**src/rtl/ps2_host_tx.sv**
```systemverilog
`timescale 1ns/1ps
// PS/2 host-to-device command transmitter: inhibit, request-to-send,
// 10 clocked bits and acknowledge check on shared open-drain lines.
module ps2_host_tx #(
    parameter int unsigned INHIBIT_CYCLES = 5000,
    parameter int unsigned TIMEOUT_CYCLES = 750000,
    parameter int unsigned TIMER_W        = 20
) (
    input  logic       sysClock,
    input  logic       sysResetN,
    input  logic [7:0] txData,
    input  logic       txValid,
    output logic       txReady,
    input  logic       ps2ClkIn,
    input  logic       ps2DataIn,
    output logic       ps2ClkDriveLow,
    output logic       ps2DataDriveLow,
    output logic       busy,
    output logic       txDone,
    output logic       txError
);

    typedef enum logic [2:0] {
        IDLE,
        INHIBIT,
        REQ,
        SEND,
        ACK,
        WAIT_IDLE
    } state_e;

    localparam logic [TIMER_W-1:0] INH_LAST = TIMER_W'(INHIBIT_CYCLES - 1);
    localparam logic [TIMER_W-1:0] INH_PRE  = TIMER_W'(INHIBIT_CYCLES - 2);
    localparam logic [TIMER_W-1:0] TMO_LAST = TIMER_W'(TIMEOUT_CYCLES - 1);
    localparam logic               INH_ONE  = (INHIBIT_CYCLES == 1);

    state_e             state_q, state_d;
    logic [TIMER_W-1:0] timer_q, timer_d;
    logic [3:0]         bit_cnt_q, bit_cnt_d;
    logic [9:0]         shreg_q, shreg_d;
    logic [1:0]         clk_sync_q, clk_sync_d;
    logic [1:0]         data_sync_q, data_sync_d;
    logic               clk_prev_q, clk_prev_d;
    logic               clk_drv_q, clk_drv_d;
    logic               data_drv_q, data_drv_d;
    logic               done_q, done_d;
    logic               err_q, err_d;

    logic clk_s;
    logic data_s;
    logic fall;
    logic timeout;

    assign clk_s   = clk_sync_q[1];
    assign data_s  = data_sync_q[1];
    assign fall    = clk_prev_q & ~clk_s;
    assign timeout = (timer_q == TMO_LAST);

    always_comb begin
        clk_sync_d  = {clk_sync_q[0], ps2ClkIn};
        data_sync_d = {data_sync_q[0], ps2DataIn};
        clk_prev_d  = clk_s;
        state_d     = state_q;
        timer_d     = timer_q;
        bit_cnt_d   = bit_cnt_q;
        shreg_d     = shreg_q;
        clk_drv_d   = clk_drv_q;
        data_drv_d  = data_drv_q;
        done_d      = 1'b0;
        err_d       = 1'b0;

        // Device-clocked states share one watchdog restarted by every fall
        if (fall) begin
            timer_d = '0;
        end else begin
            timer_d = timer_q + 1'b1;
        end

        unique case (state_q)
            IDLE: begin
                timer_d = '0;
                if (txValid) begin
                    shreg_d    = {1'b1, ~^txData, txData};
                    bit_cnt_d  = '0;
                    clk_drv_d  = 1'b1;
                    data_drv_d = INH_ONE;
                    state_d    = INHIBIT;
                end
            end
            INHIBIT: begin
                timer_d = timer_q + 1'b1;
                if (timer_q == INH_PRE) begin
                    data_drv_d = 1'b1;
                end
                if (timer_q == INH_LAST) begin
                    timer_d    = '0;
                    clk_drv_d  = 1'b0;
                    data_drv_d = 1'b1;
                    state_d    = REQ;
                end
            end
            REQ, SEND: begin
                if (fall) begin
                    data_drv_d = ~shreg_q[0];
                    shreg_d    = {1'b1, shreg_q[9:1]};
                    if (state_q == REQ) begin
                        bit_cnt_d = 4'd1;
                        state_d   = SEND;
                    end else begin
                        bit_cnt_d = bit_cnt_q + 4'd1;
                        if (bit_cnt_q == 4'd9) begin
                            state_d = ACK;
                        end
                    end
                end else if (timeout) begin
                    clk_drv_d  = 1'b0;
                    data_drv_d = 1'b0;
                    err_d      = 1'b1;
                    state_d    = IDLE;
                end
            end
            ACK: begin
                if (fall) begin
                    if (data_s) begin
                        err_d   = 1'b1;
                        state_d = IDLE;
                    end else begin
                        state_d = WAIT_IDLE;
                    end
                end else if (timeout) begin
                    clk_drv_d  = 1'b0;
                    data_drv_d = 1'b0;
                    err_d      = 1'b1;
                    state_d    = IDLE;
                end
            end
            WAIT_IDLE: begin
                if (clk_s && data_s) begin
                    done_d  = 1'b1;
                    state_d = IDLE;
                end else if (!fall && timeout) begin
                    clk_drv_d  = 1'b0;
                    data_drv_d = 1'b0;
                    err_d      = 1'b1;
                    state_d    = IDLE;
                end
            end
            default: begin
                clk_drv_d  = 1'b0;
                data_drv_d = 1'b0;
                state_d    = IDLE;
            end
        endcase
    end

    // Synchronizers reset high so the idle bus never looks like a fall
    always_ff @(posedge sysClock or negedge sysResetN) begin
        if (!sysResetN) begin
            state_q     <= IDLE;
            timer_q     <= '0;
            bit_cnt_q   <= '0;
            shreg_q     <= '0;
            clk_sync_q  <= 2'b11;
            data_sync_q <= 2'b11;
            clk_prev_q  <= 1'b1;
            clk_drv_q   <= 1'b0;
            data_drv_q  <= 1'b0;
            done_q      <= 1'b0;
            err_q       <= 1'b0;
        end else begin
            state_q     <= state_d;
            timer_q     <= timer_d;
            bit_cnt_q   <= bit_cnt_d;
            shreg_q     <= shreg_d;
            clk_sync_q  <= clk_sync_d;
            data_sync_q <= data_sync_d;
            clk_prev_q  <= clk_prev_d;
            clk_drv_q   <= clk_drv_d;
            data_drv_q  <= data_drv_d;
            done_q      <= done_d;
            err_q       <= err_d;
        end
    end

    assign ps2ClkDriveLow  = clk_drv_q;
    assign ps2DataDriveLow = data_drv_q;
    assign txReady         = (state_q == IDLE);
    assign busy            = (state_q != IDLE);
    assign txDone          = done_q;
    assign txError         = err_q;

endmodule

```
**config.mk**
```make
export PLATFORM = sky130hd
export DESIGN_NAME = ps2_host_tx
export DESIGN_NICKNAME = d
export VERILOG_FILES = /design/src/rtl/ps2_host_tx.sv
export SDC_FILE = /design/constraint.sdc
export NUM_CORES = 1
export LEC_CHECK = 0
export CAP_MARGIN = 20
export CORE_MARGIN = 2
export CORE_UTILIZATION = 58
export DETAILED_ROUTE_END_ITERATION = 10
export MAX_ROUTING_LAYER = met4
export PLACE_DENSITY = 0.81
export SLEW_MARGIN = 20
export SYNTH_ARGS = -nofsm -noshare
export SYNTH_HDL_FRONTEND = slang
export SYNTH_SLANG_ARGS = --single-unit
```
**constraint.sdc**
```tcl
create_clock -name sysClock -period 2.4 [get_ports sysClock]
set_input_delay 0.48 -clock sysClock [delete_from_list [all_inputs] [get_ports sysClock]]
set_output_delay 0.48 -clock sysClock [all_outputs]
set_load 0.01 [all_outputs]
```
==> run metrics <==
total number of vias=1979; initial antenna violation count=0; Cell Int Power=1.88 mW; area grow syn2layout=15.8%; fill count=331; synth unique cells=45; drt via density=5.82; Max rail drop VDD=0.000578 V; syn nets=287; Net Switching=1.02 mW; Worst Skew=10.0 ps; P_leak=1.20 nW; Worst-Margin Slew=464 ps; Net Sw Frac=0.352; synthesized area=0.00255 mm²; Comb power frac=0.401; Synth Flop Type=dfrtp_1; die width=70.4 µm; Yosys reg bits=46; share of cells above drive strength 1=0.108; Max-Cap Viols=0; drt drc=0; Worst EP required=1920 ps; number of global-route vias before repair=1900; clk root buf=clkbuf_8; Post-Syn Instances=268; post-layout util=0.689; final setup fails=0; post-synthesis sequential area ratio=0.453; pwr/cell area=982 mW/mm²; CTS tree=yes; fin nets=306; Clock Latency Late Sink=300 ps; 1st-pass router iterations=4; Starting DRT DRC Count=170; critical path type=reg -> out; final critical-path share of the clock period=0.969; Synth area leader=dfrtp_1; max-slew violation count=0; largest net degree at the start of global routing=47; top cells by area, synth=dfrtp_1, nor2_1, xnor2_1; GRT Util Overall=0.217; final hold slack=137 ps; ys async rst share=1.00; num rows=24; Initial Util=0.595; IO Pins=19; setup TNS=0 ps; Crit. End Element=output port; Mean Syn Cell Area=9.53 µm²; f_max=0.430 GHz; Avg WL per Cell=14.4 µm; Detail Placement HPWL=3.41 mm; hold crit path type=in -> async; Max-slew headroom=0.690; crit-path max FO=9; arrival time at the worst endpoint=1850 ps; global-route wire length before repair=8.36 mm; postcts setup bufs=0; clock transition at the registers of the reported paths=90 ps; PortBufs=18; EDFF count, synth=0; TritonCTS Buffers=5; Final Hold Viols=0; Core ar.=0.00429 mm²; synthesis warning total=0; H-tree depth=2; Clock Power Share=0.242; clk buf depth=2; ANT nets after route=0; Synth top area share=0.402; RSZ-0062 raised after global routing=no; Sequential Power Share=0.357; Critical Path Start Type=flip-flop; pre-CTS setup slack=70.9 ps; wirelength, routed=4.90 mm; Clock Sinks=46; Die H=70.4 µm; PnR worst setup slack=73.7 ps; die area=0.00495 mm²; Worst R2R Path Depth=6; Final min period=2330 ps; gpl congestion=0.923; status=completed; GR Overflow Total=0; # diodes=0
cell families after synthesis:
kind of cell | Yosys count | share of synthesized area
XOR/XNOR | 26 | 0.0892
AND/OR/NAND/NOR | 110 | 0.221
multiplexers | 14 | 0.0568
buffers and inverters | 25 | 0.0431
adder cells (fa/ha/maj) | 6 | 0.0294
flip-flops | 46 | 0.453
AO/OA/AOI/OAI | 41 | 0.107
routing by layer:
metal / wire length, µm / GRT usage / part of all wire
met5: 0 / - / 0
met3: 249 / 0.0447 / 0.051
met1: 2250 / 0.276 / 0.46
met4: 25 / 0.0876 / 0.0051
met2: 2370 / 0.340 / 0.48
per-stage QoR:
stage	area, µm²	total power [mW]	instances
finish	2960	2.90	340
global route	2960	3.08	340
global placement	2800	2.16	332
floorplan	2550	1.83	268
detailed placement	2800	2.19	332
CTS	2950	2.91	340
synthesized netlist by cell type, drive strengths merged (3+ instances only):
cell type,number
a211oi,4
nor4,5
and4,4
xor2,7
buf,3
o21ai,6
nor3,11
o21a,4
dfrtp,41
nand4,4
ha,6
mux2i,10
a21oi,16
xnor2,19
dfstp,5
mux2,4
nor2,45
clkbuf,9
nand2,14
nand3,8
inv,13
state kept, by name, summed over array words and instances (netlist names):
signal,flops
ps2DataDriveLow,1
bit_cnt_q,4
data_sync_q,2
txError,1
txDone,1
clk_sync_q,2
state_q,3
timer_q,20
shreg_q,10
clk_prev_q,1
ps2ClkDriveLow,1
worst max-delay path, stage by stage, from the launching register on:
cell and delay (ps):
dfrtp_1 500, inv_1 220, nand2_1 90, inv_1 170
clkdlybuf4s50_1 570
power groups by stage:
stage,registers (mW),clock network [mW],logic (mW)
after floorplan,1.01,0,0.821
after global placement,1.04,0,1.12
after detailed placement,1.04,0,1.14
after CTS,1.03,0.723,1.15
after global routing,1.06,0.756,1.27
final,1.04,0.702,1.16
cells in the final DEF (no fill, tap or decap), drive strengths merged, types with 2 or more instances in the layout:
cell	Yosys	routed
xnor2	19	19
mux2i	10	10
a21o	2	2
ha	6	6
xor2	7	7
buf	3	7
nor4b	2	2
nor3	11	11
nor3b	2	2
a21oi	16	16
and3	2	2
bufinv	0	2
or3	2	2
nor2b	2	2
nand3b	2	2
inv	13	13
and2	2	2
nor4	5	5
o21ai	6	6
mux2	4	4
nand4	4	4
nand3	8	8
nand2b	2	2
o21a	4	4
a211oi	4	4
clkbuf	9	6
and4	4	4
nand2	14	14
dfstp	5	5
dfrtp	41	41
clkdlybuf4s50	0	17
nor2	45	45
area by class of cell:
class | instances | area [µm²] | share of cell area
multi-input cells | 197 | 1300 | 0.439
flip-flops and latches | 46 | 1160 | 0.391
repair buffers | 24 | 245 | 0.0829
clock buffers | 6 | 82.6 | 0.0279
well taps | 52 | 65.1 | 0.0220
clock inverters | 2 | 60.1 | 0.0203
inverters | 13 | 48.8 | 0.0165
repair_timing:
item | CTS | global route
hold buffers | 0 | 0
resized for setup | 0 | 3
setup endpoints to repair | 0 | 3
worst paths after layout:
kind                                               from                       to  slack (ps)
worst max-delay path             state_q[1]$_DFFE_PN0P_                  txReady          70
worst min-delay path                          sysResetN         txDone$_DFF_PN0_         140
worst max register to register     timer_q[0]$_DFF_PN0_   state_q[0]$_DFFE_PN0P_         120
worst min register to register  clk_sync_q[0]$_DFF_PN1_  clk_sync_q[1]$_DFF_PN1_         360
max in group asynchronous                     sysResetN  clk_sync_q[0]$_DFF_PN1_        1990
min in group sysClock           clk_sync_q[0]$_DFF_PN1_  clk_sync_q[1]$_DFF_PN1_         360
Note: power is estimated with default switching activity, not from simulation.
